File: src/rtl/regfile_pkg.sv
// regfile_pkg: shared constants and types for the multi-port register file
package regfile_pkg;
    localparam int XLEN_DEF  = 32;
    localparam int NREGS_DEF = 32;
    localparam int ZERO_REG  = 0;

    typedef logic [$clog2(NREGS_DEF)-1:0] reg_addr_t;

    typedef struct packed {
        logic                en;
        reg_addr_t           addr;
        logic [XLEN_DEF-1:0] data;
    } wr_port_t;
endpackage

File: src/rtl/regfile_mp_if.sv
// regfile_mp_if: read, write, reserve and write-back observation signals of the register file
interface regfile_mp_if
    import regfile_pkg::*;
#(
    parameter int XLEN   = XLEN_DEF,
    parameter int NREGS  = NREGS_DEF,
    parameter int NREAD  = 2,
    parameter int NWRITE = 1,
    localparam int AW    = $clog2(NREGS)
);
    logic [NREAD-1:0][AW-1:0]    rs_addr;
    logic [NREAD-1:0][XLEN-1:0]  rs_data;
    logic [NREAD-1:0]            rs_busy;
    logic [NWRITE-1:0]           wr_en;
    logic [NWRITE-1:0][AW-1:0]   wr_addr;
    logic [NWRITE-1:0][XLEN-1:0] wr_data;
    logic                        rsv_en;
    logic [AW-1:0]               rsv_addr;
    logic [NWRITE-1:0]           wb_valid;
    logic [NWRITE-1:0][AW-1:0]   wb_addr;
    logic [NWRITE-1:0][XLEN-1:0] wb_data;

    modport master (
        output rs_addr, wr_en, wr_addr, wr_data, rsv_en, rsv_addr,
        input  rs_data, rs_busy, wb_valid, wb_addr, wb_data
    );

    modport slave (
        input  rs_addr, wr_en, wr_addr, wr_data, rsv_en, rsv_addr,
        output rs_data, rs_busy, wb_valid, wb_addr, wb_data
    );
endinterface

File: src/rtl/regfile_scoreboard.sv
// regfile_scoreboard: per-register pending-write bits, set by reservation and cleared by writes
module regfile_scoreboard
    import regfile_pkg::*;
#(
    parameter int NREGS = NREGS_DEF,
    parameter int NREAD = 2,
    parameter int AW    = $clog2(NREGS)
) (
    input  logic                     clk,
    input  logic                     rst,
    input  logic                     rsv_en,
    input  logic [AW-1:0]            rsv_addr,
    input  logic [NREGS-1:0]         wr_hit,
    input  logic [NREAD-1:0][AW-1:0] rs_addr,
    output logic [NREAD-1:0]         busy
);
    logic [NREGS-1:0] bits;

    // a reservation outranks a same-edge write (newer producer); x0 never pends
    always_ff @(posedge clk or posedge rst) begin
        if (rst)
            bits <= '0;
        else
            for (int i = 0; i < NREGS; i++)
                bits[i] <= (i != ZERO_REG) && ((rsv_en && rsv_addr == AW'(i)) || (bits[i] && !wr_hit[i]));
    end

    // raw busy lookup per read port; bypass masking happens in the top level
    always_comb begin
        for (int k = 0; k < NREAD; k++)
            busy[k] = bits[rs_addr[k]];
    end
endmodule

File: src/rtl/regfile_mp.sv
// regfile_mp: parametrised multi-port register file with bypass, scoreboard and write-back observation
module regfile_mp
    import regfile_pkg::*;
#(
    parameter int XLEN   = XLEN_DEF,
    parameter int NREGS  = NREGS_DEF,
    parameter int NREAD  = 2,
    parameter int NWRITE = 1,
    parameter int BYPASS = 1,
    parameter int AW     = $clog2(NREGS)
) (
    input logic         clk,
    input logic         rst,
    regfile_mp_if.slave bus
);
    logic [XLEN-1:0]           regs [NREGS];
    logic [NWRITE-1:0]         we;
    logic [NREGS-1:0]          wr_hit;
    logic [NREAD-1:0]          sb_busy;
    logic [NWRITE-1:0]         wb_valid;
    logic [NWRITE-1:0][AW-1:0] wb_addr;

    // effective writes: x0 is dropped and port 0 loses to port 1 on the same address
    always_comb begin
        for (int p = 0; p < NWRITE; p++)
            we[p] = bus.wr_en[p] && bus.wr_addr[p] != AW'(ZERO_REG);
        if (NWRITE == 2 && bus.wr_en[NWRITE-1] && bus.wr_addr[NWRITE-1] == bus.wr_addr[0])
            we[0] = 1'b0;
    end

    // one-hot map of registers receiving an effective write this edge
    always_comb begin
        wr_hit = '0;
        for (int p = 0; p < NWRITE; p++)
            if (we[p])
                wr_hit[bus.wr_addr[p]] = 1'b1;
    end

    // storage array; resolved enables never collide so port order is irrelevant
    always_ff @(posedge clk or posedge rst) begin
        if (rst)
            for (int i = 0; i < NREGS; i++)
                regs[i] <= '0;
        else
            for (int p = 0; p < NWRITE; p++)
                if (we[p])
                    regs[bus.wr_addr[p]] <= bus.wr_data[p];
    end

    regfile_scoreboard #(
        .NREGS (NREGS),
        .NREAD (NREAD),
        .AW    (AW)
    ) u_sb (
        .clk      (clk),
        .rst      (rst),
        .rsv_en   (bus.rsv_en),
        .rsv_addr (bus.rsv_addr),
        .wr_hit   (wr_hit),
        .rs_addr  (bus.rs_addr),
        .busy     (sb_busy)
    );

    // read ports: stored value, optionally overridden by the winning same-cycle write
    always_comb begin
        logic [XLEN-1:0] rd;
        logic            hit;
        for (int k = 0; k < NREAD; k++) begin
            rd  = regs[bus.rs_addr[k]];
            hit = 1'b0;
            for (int p = 0; p < NWRITE; p++)
                if (BYPASS != 0 && we[p] && bus.wr_addr[p] == bus.rs_addr[k]) begin
                    rd  = bus.wr_data[p];
                    hit = 1'b1;
                end
            bus.rs_data[k] = rst ? '0 : rd;
            bus.rs_busy[k] = !rst && sb_busy[k] && !hit && bus.rs_addr[k] != AW'(ZERO_REG);
        end
    end

    // observation registers capture which writes committed on this edge
    always_ff @(posedge clk or posedge rst) begin
        if (rst) begin
            wb_valid <= '0;
            wb_addr  <= '0;
        end else begin
            wb_valid <= we;
            for (int p = 0; p < NWRITE; p++)
                wb_addr[p] <= we[p] ? bus.wr_addr[p] : '0;
        end
    end

    // committed value is read back from the array rather than copied from the input
    always_comb begin
        for (int p = 0; p < NWRITE; p++)
            bus.wb_data[p] = wb_valid[p] ? regs[wb_addr[p]] : '0;
    end

    assign bus.wb_valid = wb_valid;
    assign bus.wb_addr  = wb_addr;
endmodule
File: src/flat_wrapper.sv
// flat-port wrapper written by rule: the top's interface ports become plain ports
module regfile_mp_flat import regfile_pkg::*;
#(
    parameter int XLEN   = XLEN_DEF,
    parameter int NREGS  = NREGS_DEF,
    parameter int NREAD  = 2,
    parameter int NWRITE = 1,
    parameter int BYPASS = 1,
    parameter int AW     = $clog2(NREGS)
)
  (clk, rst, bus_rs_addr, bus_wr_en, bus_wr_addr, bus_wr_data, bus_rsv_en, bus_rsv_addr, bus_rs_data, bus_rs_busy, bus_wb_valid, bus_wb_addr, bus_wb_data);
  regfile_mp_if #(.XLEN(XLEN), .NREGS(NREGS), .NREAD(NREAD), .NWRITE(NWRITE)) bus_i ();
  input logic clk;
  input logic rst;
  input wire logic [$bits(bus_i.rs_addr)-1:0] bus_rs_addr;
  input wire logic [$bits(bus_i.wr_en)-1:0] bus_wr_en;
  input wire logic [$bits(bus_i.wr_addr)-1:0] bus_wr_addr;
  input wire logic [$bits(bus_i.wr_data)-1:0] bus_wr_data;
  input wire logic [$bits(bus_i.rsv_en)-1:0] bus_rsv_en;
  input wire logic [$bits(bus_i.rsv_addr)-1:0] bus_rsv_addr;
  output wire logic [$bits(bus_i.rs_data)-1:0] bus_rs_data;
  output wire logic [$bits(bus_i.rs_busy)-1:0] bus_rs_busy;
  output wire logic [$bits(bus_i.wb_valid)-1:0] bus_wb_valid;
  output wire logic [$bits(bus_i.wb_addr)-1:0] bus_wb_addr;
  output wire logic [$bits(bus_i.wb_data)-1:0] bus_wb_data;
  assign bus_i.rs_addr = bus_rs_addr;
  assign bus_i.wr_en = bus_wr_en;
  assign bus_i.wr_addr = bus_wr_addr;
  assign bus_i.wr_data = bus_wr_data;
  assign bus_i.rsv_en = bus_rsv_en;
  assign bus_i.rsv_addr = bus_rsv_addr;
  assign bus_rs_data = bus_i.rs_data;
  assign bus_rs_busy = bus_i.rs_busy;
  assign bus_wb_valid = bus_i.wb_valid;
  assign bus_wb_addr = bus_i.wb_addr;
  assign bus_wb_data = bus_i.wb_data;
  regfile_mp #(.XLEN(XLEN), .NREGS(NREGS), .NREAD(NREAD), .NWRITE(NWRITE), .BYPASS(BYPASS), .AW(AW)) u_core (.clk(clk), .rst(rst), .bus(bus_i));
endmodule
File: config.mk
export PLATFORM = sky130hd
export DESIGN_NAME = regfile_mp_flat
export DESIGN_NICKNAME = d
export VERILOG_FILES = /design/src/rtl/regfile_pkg.sv /design/src/rtl/regfile_mp_if.sv /design/src/rtl/regfile_scoreboard.sv /design/src/rtl/regfile_mp.sv /design/src/flat_wrapper.sv
export SDC_FILE = /design/constraint.sdc
export NUM_CORES = 2
export LEC_CHECK = 0
export CAP_MARGIN = 0
export CORE_MARGIN = 5
export CORE_UTILIZATION = 38
export DETAILED_ROUTE_END_ITERATION = 10
export HOLD_SLACK_MARGIN = 0.03
export SLEW_MARGIN = 0
export SYNTH_ARGS = -nofsm -noshare
export SYNTH_HDL_FRONTEND = slang
export SYNTH_SLANG_ARGS = --single-unit
File: constraint.sdc
create_clock -name clk -period 36.4 [get_ports clk]
set_input_delay 3.64 -clock clk [delete_from_list [all_inputs] [get_ports clk]]
set_output_delay 3.64 -clock clk [all_outputs]
set_load 0.01 [all_outputs]
======== Word level (Yosys, flattened, before mapping) ========
Cells that the tools add are included.
word-level totals
  flip-flop bits (word level) ............. 1061
  input bits .............................. 56
  output and inout port bits .............. 104
  logic and storage cells ................. 249
operators by class
  magnitude comparators ................... 9
  equal/unequal tests ..................... 33
  multiplexer cells ....................... 27
  bitwise logic cells ..................... 4
  reductions and logical operators ........ 141
operators with widths
  cell                                                                           number
  1024-bit bitwise mux                                                           1
  32-bit binary-select mux with 5-bit select                                     3
  32-bit two-way mux                                                             13
  32-bit demux with 5-bit select                                                 1
  5-bit equality test (second input constant)                                    16
  1-bit logical AND                                                              73
  5-bit by 4-bit equality test with 1-bit output (second input constant)         8
  1-bit zero test                                                                34
  1-bit logical OR                                                               31
  6-bit >= comparator (second input constant)                                    4
  5-bit inverter with 6-bit output                                               4
  5-bit by 3-bit equality test with 1-bit output (second input constant)         4
  5-bit by 6-bit less-than comparator with 1-bit output (second input constant)  3
  5-bit nonzero test                                                             3
  1-bit binary-select mux with 5-bit select                                      2
  5-bit by 2-bit equality test with 1-bit output (second input constant)         2
  5-bit equality test                                                            2
  6-bit by 1-bit less-than comparator with 1-bit output (second input constant)  1
  1-bit demux with 5-bit select                                                  1
  5-bit by 1-bit equality test with 1-bit output (second input constant)         1
  5-bit by 1-bit >= comparator with 1-bit output (second input constant)         1
  1-bit two-way mux                                                              5
  5-bit two-way mux                                                              1

======== Longest topological paths before layout ========
  word-level depth ........................ 8
  gate-level depth with buffers ........... 9
  gate-level depth less buffers ........... 6

======== By module ========
From an unflattened synthesis, not the netlist that was laid out.
second synthesis, totals
  cells, all modules ...................... 4836
  area, all modules ....................... 65449.0 um^2
by module, submodules not included
  module              instances  cells an instance  area each (um^2)  sequential area each (um^2)
  regfile_mp          1          4649               63627.3           25774.7
  regfile_scoreboard  1          187                1821.7            775.7

======== Worst setup path after synthesis ========
OpenSTA, ideal clock, no wires.
  kind .................................... in2out
  start ................................... input port rst
  end ..................................... output port bus_rs_data[12]
  arrival time ............................ 30222 ps
  required time ........................... 32760 ps
  slack ................................... 2538 ps
  cell stages on the path ................. 5
  buffers on the path ..................... 1
  cells stage by stage .................... inv_1 -> o31ai_1 -> buf_2 -> a21oi_1 -> a32o_1
on the way
  cells in the longest elaborated chain, start to end .. 1
RTL lines
  item                RTL line            text
  start: declaration  flat_wrapper.sv:14  input logic rst;
  32-bit two-way mux  regfile_mp.sv:76    bus.rs_data[k] = rst ? '0 : rd;
  end: declaration    flat_wrapper.sv:21  output wire logic [$bits(bus_i.rs_data)-1:0] bus_rs_data;
No other way between the ends.

======== Worst setup path after layout ========
  start ................................... input port bus_rs_addr[0]
  end ..................................... output port bus_rs_data[15]
on the way
  cells in the longest elaborated chain, start to end .. 6
  elaborated cells on any way between the ends .. 8
  classes of those cells .................. eq/ne: 1; mux: 5; bitwise: 1; reduce/logical: 1
RTL lines
  item                                                    RTL line            text
  start: declaration                                      flat_wrapper.sv:15  input wire logic [$bits(bus_i.rs_addr)-1:0] bus_rs_addr;
  5-bit inverter with 6-bit output (implied by the code)  regfile_mp.sv:69    rd = regs[bus.rs_addr[k]];
  32-bit binary-select mux with 5-bit select              regfile_mp.sv:69
  32-bit two-way mux (implied by the code) (2 in a row)   regfile_mp.sv:69
  32-bit two-way mux (*)                                  regfile_mp.sv:72    if (BYPASS != 0 && we[p] && bus.wr_addr[p] == bus.rs_addr[k]) begin
  32-bit two-way mux (*)                                  regfile_mp.sv:76
Mark *: on every way between the ends. The rest lies on a longest branch, timed or not. The select of a mux whose other input is x is not followed.

==> impl_metrics.py <==
metrics = {
    "global_routing": {
        "grt_usage_pct": 26.9,
        "grt_pass1_vias": 46000,
        "antenna_found_initial": 9,
        "grt-ovfl-total": 0,
        "grt_max_degree": 184,
        "grt_pass1_wl_um": 354000,
    },
    "clocking": {
        "cts_hold_buf": 0,
        "clk_pin_slew_ns": 0.06,
        "cts_buffers": 115,
        "cts_root_buf": "clkbuf_16",
        "cts_max_level": 3,
        "cts_tree": "built",
        "ctsLongestPathBuffers": 3,
        "clock_latency_ns": 0.73,
        "numClockSinks": 1061,
        "ctsResizeCount": 0,
        "post_cts_buffers": 0,
    },
    "layout": {
        "fillers": 15500,
        "ff_latch_area_sq_mm": 0.0266,
        "multiInputGateArea_sq_mm": 0.0368,
        "area_delta_synth_final_pct": 11.0,
        "nets": 4592,
        "drive_above_1_share_pct": 42.5,
    },
    "floorplan": {
        "die_area_sq_mm": 0.181,
        "core_sq_mm": 0.172,
        "die_h_um": 426,
        "io-pin-count": 160,
        "rows": 152,
        "die_x_um": 426,
        "initial_core_util_pct": 38.2,
    },
    "worst_setup_path": {
        "start_kind": "primary input",
        "critPathCaptureType": "output pin",
        "cp_max_fo": 70,
        "crit_type": "primary input to output pin",
        "worstPathRequired_ns": 32.76,
        "r2r_slack_ns": 35.57,
        "cp.arrival_ns": 7.82,
    },
    "timing": {
        "hold_ws_ns": 0.421,
        "final_hold_viol_count": 0,
        "tns_ns": 0,
        "fmax_mhz": 87.2,
        "slew_violations": 0,
        "setup_viol": 0,
        "tightest_slew_ns": 1.29,
        "relSlewSlack_pct": 13.5,
        "period_share_pct": 31.5,
        "fin_crit_ns": 11.46,
        "rsz0062_at_grt": "false",
        "finClkSkew_ns": 0,
    },
    "power_and_ir_drop": {
        "swShare_pct": 29.6,
        "switchingPower_mw": 1.11,
        "p_leak_nw": 31.2,
        "peakVddDrop_mv": 0.0415,
        "powerDensity_mw_per_mm2": 51.6,
        "p_clk_share_pct": 33.0,
        "intPower_mw": 2.65,
        "power_frac_comb_pct": 23.7,
        "power_frac_seq_pct": 43.3,
    },
    "synthesis": {
        "yosys.cell_count.top_type": "dfrtp_1",
        "synth_compound_area_share_pct": 7.16,
        "synth.avg_cell_area_sq_um": 14.0,
        "synthCells": 4682,
        "seq_area_frac_synth_pct": 40.5,
        "synth-simple-area-share_pct": 1.75,
        "yosysTopAreaCell": "dfrtp_1",
        "synth_xor_area_share_pct": 0.133,
        "synth_top_area_share_pct": 40.5,
        "syn_nets": 4738,
        "synth_common_cells": "dfrtp_1 (1061), mux2_2 (960), mux4_2 (594), mux2i_1 (584), clkbuf_1 (221)",
        "synthAdderAreaFrac_pct": 0,
        "synth_ff_type": "dfrtp_1",
        "synthMuxAreaShare_pct": 46.5,
        "yosysWarningCount": 0,
        "synth_top_family_by_area": "multiplexers",
        "yosysUniqueCellTypes": 53,
        "syn_area_sq_mm": 0.0656,
        "async_flop_share_pct": 100,
        "ys_ff_latch": 1061,
        "synth_area_leaders": "dfrtp_1 (40%), mux4_2 (20%), mux2_2 (16%), mux2i_1 (8.9%), a22oi_1 (2.5%)",
        "synth_edf_count": 0,
    },
    "detailed_routing": {
        "routed_wl_um": 248000,
        "drc": 0,
        "avgViaCountPerCell": 6.62,
        "drtIter0Drc": 5440,
        "dr.pass1.iters": 8,
        "routedWlPerCell_um": 35.6,
        "final_antenna_net_count": 0,
        "vias": 46000,
    },
    "placement": {
        "dp_hpwl_um": 133000,
        "portBuffers": 159,
        "gp_congestion": 0.806,
    },
    "run_status": {
        "outcome": "complete, no violations",
    },
    "flow_run": {
        "maxCapViolations": 0,
    },
    "min_path": {
        "hp-class": "register to register",
    },
}
metrics by stage:
stage	power (mW)	worst slack [ns]	area (sq um)	instances	util, %
after CTS	3.76	24.95	72900	6943	42.4
after floorplan	2.26	2.54	65600	4682	-
after detailed placement	2.52	24.97	68900	6729	40.1
after global routing	3.91	24.79	72900	6944	42.4
after global placement	2.50	24.97	68900	6729	40.1
final	3.76	24.94	72900	6948	42.4
cell type report:
cell class                 count  area share, %
multi-input combinational   3064           50.5
sequential                  1061           36.5
clock buffer                 176           4.78
tap                         2310           3.97
timing repair buffer         286           3.57
clock inverter                38          0.675
inverter                       8         0.0515
antenna                        5         0.0172
power groups by stage:
stage | Combinational (mW) | Sequential (mW) | Clock, mW
6_report | 0.892 | 1.63 | 1.24
2_1_floorplan | 0.692 | 1.57 | 0
4_1_cts | 0.889 | 1.62 | 1.26
5_1_grt | 0.951 | 1.66 | 1.30
3_5_place_dp | 0.885 | 1.64 | 0
3_3_place_gp | 0.872 | 1.62 | 0
cell families after synthesis:
kind of cell    after synthesis
compound gates              666
xor+xnor                     10
buf+inv                     557
flops                      1061
mux                        2171
simple gates                217
worst max-delay path: stages:
cell	delay, ns
buf_8	0.48
buf_4	0.79
buf_4	0.82
mux4_2	0.61
mux2i_1	0.15
a211oi_1	0.11
a22o_1	0.33
clkdlybuf4s50_1	0.51
final timing paths:
path                                  endpoint               from  cells past startpoint
max                            bus_rs_data[15]     bus_rs_addr[0]                      8
min                          u_core.regs[1016]  u_core.regs[1016]                      0
max reg2reg                   u_core.regs[337]   u_core.regs[337]                      1
min reg2reg                  u_core.regs[1016]  u_core.regs[1016]                      0
max in group asynchronous     u_core.regs[780]                rst                      7
min in group asynchronous  u_core.bus.wb_valid                rst                      2
layer usage:
metal	GRT usage [%]	part of all wire (%)	vias to the layer above
li1	-	-	18200
met1	35.0	39	24700
met2	42.2	46	2444
met3	5.73	8.6	674
met4	14.7	6.3	8
met5	0	0.021	-
placed cells by master, fill, tap and decap left out, types with 10 or more instances in the layout:
master	instances
nand2_4	16
a32o_1	20
o22ai_1	32
mux2_4	29
clkdlybuf4s50_1	153
mux2i_1	584
nor2_4	16
a21oi_1	168
nor2_1	21
mux2_2	960
nand2_1	65
a22oi_1	219
clkbuf_1	27
clkbuf_8	32
dfrtp_1	1055
buf_4	125
nor2b_1	37
a221oi_1	21
bufinv_16	10
o211a_1	32
clkinv_2	19
a211oi_1	63
a22o_1	59
mux4_2	594
clkbuf_16	118
o21ai_0	33
registers in the layout, summed over array words and instances (netlist names):
signal and flops:
u_core.bus.wb_addr 5, u_core.regs 1024, u_core.u_sb.bits 31, u_core.bus.wb_valid 1
Note: power is estimated with default switching activity, not from simulation.
